**src/rtl/bus_cycle_ctrl.sv**
```systemverilog
// Machine-cycle sequencer: walks T-states, drives bus strobes, honours wait/timeout, emits refresh address.
// Request-to-T1 latency 1 clk; backpressure via cyc_ready, high only in idle or the final T-state.
module bus_cycle_ctrl #(
   parameter int ADDR_W       = 16,
   parameter int DATA_W       = 8,
   parameter int IO_AUTO_WAIT = 1,
   parameter int MAX_WAIT     = 255,
   parameter int RFSH_W       = 7
) (
   input  logic              clk,
   input  logic              rst_L,
   input  logic              cyc_start,
   input  logic [2:0]        cyc_type,
   input  logic [ADDR_W-1:0] cyc_addr,
   input  logic [DATA_W-1:0] cyc_wdata,
   output logic              cyc_ready,
   output logic              cyc_done,
   output logic              cyc_err,
   output logic [DATA_W-1:0] cyc_rdata,
   output logic [2:0]        t_state,
   output logic [ADDR_W-1:0] addr_out,
   input  logic [DATA_W-1:0] data_in,
   output logic [DATA_W-1:0] data_out,
   output logic              data_oe,
   output logic              mreq_L,
   output logic              iorq_L,
   output logic              rd_L,
   output logic              wr_L,
   output logic              m1_L,
   output logic              rfsh_L,
   input  logic              wait_L
);

   localparam int                WCNT_W     = $clog2(MAX_WAIT + 1);
   localparam logic [WCNT_W-1:0] WAIT_LIMIT = WCNT_W'(MAX_WAIT);
   localparam logic [1:0]        AUTO_WAITS = 2'(IO_AUTO_WAIT);

   localparam logic [2:0] TY_OCF    = 3'd0;
   localparam logic [2:0] TY_MEM_RD = 3'd1;
   localparam logic [2:0] TY_MEM_WR = 3'd2;
   localparam logic [2:0] TY_IO_RD  = 3'd3;
   localparam logic [2:0] TY_IO_WR  = 3'd4;

   typedef enum logic [2:0] {
      S_IDLE = 3'd0,
      S_T1   = 3'd1,
      S_T2   = 3'd2,
      S_TW   = 3'd3,
      S_T3   = 3'd4,
      S_T4   = 3'd5
   } tstate_t;

   typedef struct packed {
      logic [2:0]        kind;
      logic [ADDR_W-1:0] addr;
      logic [DATA_W-1:0] wdata;
   } req_t;

   tstate_t           state_q, state_nxt;
   req_t              req_q;
   logic [WCNT_W-1:0] wait_cnt_q;
   logic [1:0]        auto_q;
   logic [RFSH_W-1:0] rfsh_q;
   logic [DATA_W-1:0] rdata_q;
   logic [ADDR_W-1:0] addr_hold_q;
   logic              err_q;

   logic is_ocf, is_io, is_rd, final_st, accept, legal_in, in_io_in;
   logic wait_inc, abort, capture, body, late;

   assign is_ocf   = (req_q.kind == TY_OCF);
   assign is_io    = (req_q.kind == TY_IO_RD) || (req_q.kind == TY_IO_WR);
   assign is_rd    = is_ocf || (req_q.kind == TY_MEM_RD) || (req_q.kind == TY_IO_RD);
   assign final_st = (state_q == S_T4) || ((state_q == S_T3) && !is_ocf);
   assign accept   = cyc_start && cyc_ready;
   assign legal_in = (cyc_type <= TY_IO_WR);
   assign in_io_in = (cyc_type == TY_IO_RD) || (cyc_type == TY_IO_WR);

   assign cyc_ready = (state_q == S_IDLE) || final_st;
   assign cyc_done  = final_st;
   assign cyc_err   = err_q;
   assign cyc_rdata = rdata_q;
   assign t_state   = state_q;

   // Wait_L is only looked at once the automatic IO waits have drained.
   always_comb begin
      state_nxt = state_q;
      wait_inc  = 1'b0;
      abort     = 1'b0;
      capture   = 1'b0;
      case (state_q)
         S_IDLE: if (accept) state_nxt = legal_in ? S_T1 : S_IDLE;
         S_T1:   state_nxt = S_T2;
         S_T2, S_TW: begin
            if (auto_q != '0) begin
               state_nxt = S_TW;
            end else if (wait_L) begin
               state_nxt = S_T3;
               capture   = is_rd;
            end else if (wait_cnt_q == WAIT_LIMIT) begin
               state_nxt = S_IDLE;
               abort     = 1'b1;
            end else begin
               state_nxt = S_TW;
               wait_inc  = 1'b1;
            end
         end
         S_T3: begin
            if (is_ocf)      state_nxt = S_T4;
            else if (accept) state_nxt = legal_in ? S_T1 : S_IDLE;
            else             state_nxt = S_IDLE;
         end
         S_T4: begin
            if (accept) state_nxt = legal_in ? S_T1 : S_IDLE;
            else        state_nxt = S_IDLE;
         end
         default: state_nxt = S_IDLE;
      endcase
   end

   always_ff @(posedge clk) begin
      if (!rst_L) state_q <= S_IDLE;
      else        state_q <= state_nxt;
   end

   always_ff @(posedge clk) begin
      if (!rst_L) begin
         req_q       <= '0;
         wait_cnt_q  <= '0;
         auto_q      <= '0;
         rfsh_q      <= '0;
         rdata_q     <= '0;
         addr_hold_q <= '0;
         err_q       <= 1'b0;
      end else begin
         err_q       <= abort || (accept && !legal_in);
         addr_hold_q <= addr_out;
         if (accept) begin
            req_q      <= {cyc_type, cyc_addr, cyc_wdata};
            wait_cnt_q <= '0;
            auto_q     <= in_io_in ? AUTO_WAITS : 2'd0;
         end else begin
            if (wait_inc) wait_cnt_q <= wait_cnt_q + 1'b1;
            if ((auto_q != '0) && ((state_q == S_T2) || (state_q == S_TW)))
               auto_q <= auto_q - 1'b1;
         end
         if (capture) rdata_q <= data_in;
         if (state_q == S_T4) rfsh_q <= rfsh_q + 1'b1;
      end
   end

   assign body = (state_q == S_T1) || (state_q == S_T2) || (state_q == S_TW) || (state_q == S_T3);
   assign late = (state_q == S_T2) || (state_q == S_TW) || (state_q == S_T3);

   always_comb begin
      m1_L     = 1'b1;
      mreq_L   = 1'b1;
      iorq_L   = 1'b1;
      rd_L     = 1'b1;
      wr_L     = 1'b1;
      rfsh_L   = 1'b1;
      data_oe  = 1'b0;
      addr_out = addr_hold_q;
      if (state_q == S_T4) begin
         mreq_L   = 1'b0;
         rfsh_L   = 1'b0;
         addr_out = ADDR_W'(rfsh_q);
      end else if (body) begin
         addr_out = req_q.addr;
         case (req_q.kind)
            TY_OCF: begin
               m1_L   = 1'b0;
               mreq_L = 1'b0;
               rd_L   = 1'b0;
            end
            TY_MEM_RD: begin
               mreq_L = 1'b0;
               rd_L   = 1'b0;
            end
            TY_MEM_WR: begin
               mreq_L  = 1'b0;
               data_oe = 1'b1;
               wr_L    = !late;
            end
            TY_IO_RD: begin
               iorq_L = !late;
               rd_L   = !late;
            end
            TY_IO_WR: begin
               iorq_L  = !late;
               wr_L    = !late;
               data_oe = 1'b1;
            end
            default: ;
         endcase
      end
   end

   assign data_out = data_oe ? req_q.wdata : '0;

endmodule

```
**config.mk**
```make
export PLATFORM = sky130hd
export DESIGN_NAME = bus_cycle_ctrl
export DESIGN_NICKNAME = d
export VERILOG_FILES = /design/src/rtl/bus_cycle_ctrl.sv
export SDC_FILE = /design/constraint.sdc
export NUM_CORES = 1
export LEC_CHECK = 0
export ABC_CLOCK_PERIOD_IN_PS = 4600
export BUFFER_PORTS_ARGS = -buffer_cell sky130_fd_sc_hd__buf_4
export CAP_MARGIN = 20
export CORE_UTILIZATION = 25
export DETAILED_ROUTE_END_ITERATION = 6
export PLACE_DENSITY = 0.5
export SLEW_MARGIN = 20
export SYNTH_ARGS = -nofsm -noshare
export SYNTH_HDL_FRONTEND = slang
export SYNTH_SLANG_ARGS = --single-unit
```
**constraint.sdc**
```tcl
create_clock -name clk -period 4.6 [get_ports clk]
set_input_delay 0.23 -clock clk [delete_from_list [all_inputs] [get_ports clk]]
set_output_delay 0.23 -clock clk [all_outputs]
set_load 0.02 [all_outputs]
```
# Yosys cells after proc, flatten, opt, wreduce, memory -nomap -nowiden
# Cells that the tools add are included.
[op_classes]
n_mux = 44
order_cmp = 1
n_reduce_logical = 28
bitwise = 1
eq_ne = 13
n_addsub = 3
[op_table]
columns = ["op", "n"]
rows = [
  ["$mux W1", 32],
  ["$mux W16", 2],
  ["$eq A3 B2 Y1 const B", 5],
  ["$pmux W3 S5", 1],
  ["$eq A3 B3 Y1 const B", 4],
  ["$mux W3", 4],
  ["$logic_or A1 B1 Y1", 11],
  ["$reduce_or A2 Y1", 5],
  ["$add A8 B1 Y8 const B", 1],
  ["$eq A8 B8 Y1 const B", 1],
  ["$mux W8", 1],
  ["$add A7 B1 Y7 const B", 1],
  ["$eq A3 B1 Y1 const B", 2],
  ["$logic_not A3 Y1", 2],
  ["$mux W2", 3],
  ["$logic_and A1 B1 Y1", 4],
  ["$reduce_bool A2 Y1", 2],
  ["$le A3 B3 Y1 const B", 1],
  ["$logic_not A1 Y1", 3],
  ["$reduce_or A3 Y1", 1],
  ["$ne A2 B2 Y1 const B", 1],
  ["$pmux W1 S2", 1],
  ["$sub A2 B1 Y2 const B", 1],
  ["$not A1 Y1", 1],
]
[totals]
out_inout_bits = 45
wordCells = 100
input_bits = 39
register_bits = 72

# Depth between registers and ports, before layout
[depth]
word_depth = 9
mapped_depth = 7
depth_no_buf = 6

# Worst setup path after synthesis
# Ideal clock, no wire load.
[synth_timing]
path_type = "reg2out"
from = "register state_q[1], in the netlist t_state[1]"
to = "output addr_out[2]"
path_stages_with_launch = 8
path_slack_ns = 2.421
path_buffers = 3
arrival_time_ns = 1.949
required_ns = 4.370
path_cell_list = "dfxtp_1 > buf_2 > nor2_1 > xnor2_1 > buf_4 > buf_2 > mux2i_1 > o21ai_0"
[synth_via]
elab_chain_len = 6
elab_cells_between_ends = 10
cone_classes = "eq/ne (5); mux (2); reduce/logical (3)"
[synth_lines]
columns = ["item", "line_no", "source"]
rows = [
  ["from (decl)", "59", "tstate_t state_q, state_nxt;"],
  ["from (signal assigned)", "123", "else state_q <= state_nxt;"],
  ["$eq A3 B1 Y1 / $eq A3 B2 Y1 (equally long branches)", "152", "assign body = (state_q == S_T1) || (state_q == S_T2) || (state_q == S_TW) || (state_q == S_T3);"],
  ["$logic_or A1 B1 Y1 (3 in series)", "152", ""],
  ["$mux W16", "168", "end else if (body) begin"],
  ["$mux W16 *", "164", "if (state_q == S_T4) begin"],
  ["to (decl)", "21", "output logic [ADDR_W-1:0] addr_out,"],
]
# Every way passes the cells marked *; elsewhere a longest branch is shown, timed or not.

# Final worst setup path
[layout_timing]
from = "register state_q[2], in the netlist t_state[2]"
to = "output addr_out[0]"
# The elaborated chain is that of the path after synthesis.

==> impl_metrics.yaml <==
status:
  status: "complete, no violations"
worst_setup_path:
  path_max_fanout: 28
  critical_path_class: "reg -> out"
  rrSetupSlack_ns: 1.91
  slowest_delay_ns: 0.80
  end_kind: "primary output"
  reg2reg_depth: 4
  cp_cell_sequence: "and3b_1, clkinv_1, nor2_1, a21oi_1, buf_4"
  r2r_end: "addr_hold_q[5]$_SDFF_PN0_"
  worstReg2RegStart: "t_state[2]$_SDFFE_PN0P_"
  crit_slowest_cell: "clkinv_1"
  cp_data_required_time_ns: 4.37
  start_kind: "flop"
  cp.arrival_ns: 3.01
layout:
  finalNetCount: 497
  fillCellCount: 1351
  drive_gt1_frac: 0.237
  fin_cells: 632
  synthToLayoutAreaGrowth_pct: 31.7
  n_antenna_cell: 0
clock_network:
  ctsResizeCount: 0
  clk_pin_slew_ns: 0.06
  h-tree-depth: 3
  clockBufferDepth: 2
  postCtsHoldBufs: 0
  cts_inserted_buffers: 9
  cts_root_buf: "clkbuf_16"
  cts_setup_buffers: 0
  tritoncts: "built"
  clock_latency_ns: 0.33
  clkSinkCount: 72
timing:
  finalHoldViolCount: 0
  worst_pin_slew_ns: 0.948
  fin_crit_ns: 3.24
  relSlewSlack: 0.368
  setup_viol: 0
  max_freq_mhz: 309
  slew_violations: 0
  rsz0062_at_grt: "no"
  timing.final.crit_share: 0.704
  fin_skew_ns: 0.00684
  setup-tns-final_ns: 0
synth:
  ys_seq_elements: 72
  yosysUniqueCellTypes: 45
  avgSynthCellArea_sq_um: 8.64
  synthFlopType: "dfxtp_1"
  synth.cell_area_sq_mm: 0.00334
  yosysSeqAreaShare: 0.432
  synth-edff-count: 0
  syn_nets: 428
  async_reset_ff_frac: 0
  yosysWarnings: 0
  synthCells: 386
detailed_routing:
  drt_wl_total_um: 8170
  via_per_inst: 4.42
  drt_iter0_markers: 203
  wire_per_inst_um: 12.9
  vias: 2791
  dr.pass1.iters: 4
  drc: 0
  ant_nets: 0
hold_path:
  hold_path_depth: 3
  min_path_type: "in -> reg"
  min_to: "req_q[13]$_SDFFE_PN0P_"
  hp-start: "cyc_addr[5]"
floorplan:
  rows: 41
  fp.dieH_um: 118
  die_w_um: 118
  pin_count: 84
  core_sq_mm: 0.0128
  die_area_sq_mm: 0.0138
  start_util: 0.260
placed_design:
  place_inst: 616
  dp_hpwl_um: 5610
  port-buffer-count: 83
  place_congestion: 0.847
grt:
  grt_pass1_wl_um: 13100
  first_global_vias: 2713
  grt_max_degree: 63
  antenna_found_initial: 0
  grt_remaining_overflow: 0
  grtUsageTotal: 0.121
power:
  ir_drop_uv: 142
  p_leak_nw: 1.78
  pwr_density_cell_mw_per_mm2: 374
flow_run:
  maxCapViolCount: 0
## state kept, by name, indices dropped and copies added (netlist names)
name	cells
t_state	3
addr_hold_q	16
auto_q	2
cyc_err	1
req_q	27
rfsh_q	7
wait_cnt_q	8
cyc_rdata	8
## how the worst max path moves through the flow
stage / end / cells past startpoint / startpoint
after floorplan: addr_out[2] / 7 / t_state[1]$_SDFFE_PN0P_
after global placement: addr_out[0] / 5 / t_state[2]$_SDFFE_PN0P_
after detailed placement: addr_out[0] / 5 / t_state[2]$_SDFFE_PN0P_
after CTS: addr_out[4] / 4 / t_state[2]$_SDFFE_PN0P_
after global routing: addr_out[4] / 4 / t_state[2]$_SDFFE_PN0P_
final: addr_out[0] / 5 / t_state[2]$_SDFFE_PN0P_
## cells by family (layout without fill, tap and decap cells)
logic type | after synthesis | count (layout) | synth area share
adder cells (fa/ha/maj) | 3 | 3 | 0.0113
XOR/XNOR | 11 | 11 | 0.0289
AO/OA/AOI/OAI | 82 | 82 | 0.171
multiplexers | 25 | 25 | 0.0750
buffers and inverters | 33 | 107 | 0.0495
flip-flops | 72 | 72 | 0.432
AND/OR/NAND/NOR | 160 | 160 | 0.232
## stage by stage
step           instance area (sq um)  total power [mW]  utilization  hold slack (ns)  setup WS [ns]
3_5_place_dp                    4060             0.898        0.317            0.446           1.66
3_3_place_gp                    4060             0.896        0.317            0.439           1.74
4_1_cts                         4390              1.67        0.343            0.140           1.32
5_1_grt                         4390              1.72        0.343            0.141          0.978
6_report                        4390              1.64        0.343            0.143           1.36
2_1_floorplan                   3340             0.818            -            0.365           2.42
## cell type report
| type | count | area [sq um] | share of cell area |
|---|---|---|---|
| clock inverter | 6 | 91.3 | 0.0208 |
| inverter | 7 | 26.3 | 0.00598 |
| multi-input combinational | 281 | 1750 | 0.398 |
| timing repair buffer | 84 | 631 | 0.144 |
| sequential | 72 | 1440 | 0.328 |
| clock buffer | 10 | 239 | 0.0544 |
| tap | 172 | 215 | 0.0490 |
## where the power goes
group	switching (mW)	total [mW]	internal (mW)
sequential	0.0176	0.667	0.650
clock	0.273	0.765	0.492
combinational	0.118	0.212	0.0945
total	0.408	1.64	1.24
## worst max-delay path, delay by kind of cell, from the launching register on
kind	cells	cell delay, ns
AOI/OAI and AO/OA	1	0.07
DFF	1	0.56
buffers and inverters	2	0.99
and+or+nand+nor	2	1.06
## layout by cell type, fill, tap and decap left out, types with 2 or more instances in the layout
cell       instances
xnor2_1            2
mux2i_1           25
o21a_1             3
nor3_1             3
a21boi_0          16
bufinv_16          2
nand2b_1           3
nor2_1            29
a21oi_1           19
clkbuf_16          9
a21boi_1          12
buf_4             84
nand2_1           74
o2111ai_1          2
a21boi_2           2
o211ai_1           4
nor4_1             2
nand3b_1           2
ha_1               3
and3_1             4
nor3b_1            9
nor2b_1            9
inv_1              6
o21ai_0           16
xor2_1             8
clkinv_4           2
dfxtp_1           72
or3_1              4
and2_1            14
## metal layers
metal / GRT usage / wire, um / vias to the layer above
met5: 0 / 0 / -
met4: 0.0657 / 230 / 0
met3: 0.0266 / 367 / 15
met2: 0.192 / 3590 / 69
met1: 0.152 / 3980 / 1257
li1: - / - / 1450
## cell usage after synthesis (2+ instances only)
cell | n | area, sq um
and3_1 | 4 | 25.0
o21ai_0 | 16 | 80.1
clkbuf_1 | 12 | 45.0
xor2_1 | 8 | 70.1
o211ai_1 | 4 | 30.0
dfxtp_1 | 72 | 1440
nor2_1 | 29 | 109
nand2_1 | 74 | 278
a21oi_1 | 19 | 95.1
buf_6 | 3 | 33.8
a21boi_1 | 12 | 90.1
nor2b_1 | 9 | 56.3
nor3_1 | 3 | 15.0
nor3b_1 | 9 | 67.6
nand2b_1 | 3 | 18.8
nand3b_1 | 2 | 15.0
or3_1 | 4 | 25.0
a21boi_0 | 16 | 120
o21a_1 | 3 | 22.5
nor4_1 | 2 | 12.5
ha_1 | 3 | 37.5
buf_4 | 2 | 15.0
buf_2 | 9 | 45.0
mux2i_1 | 25 | 250
o2111ai_1 | 2 | 17.5
xnor2_1 | 3 | 26.3
inv_1 | 6 | 22.5
and2_1 | 14 | 87.6
a21boi_2 | 2 | 22.5
Power figures use the tool's default switching activity.
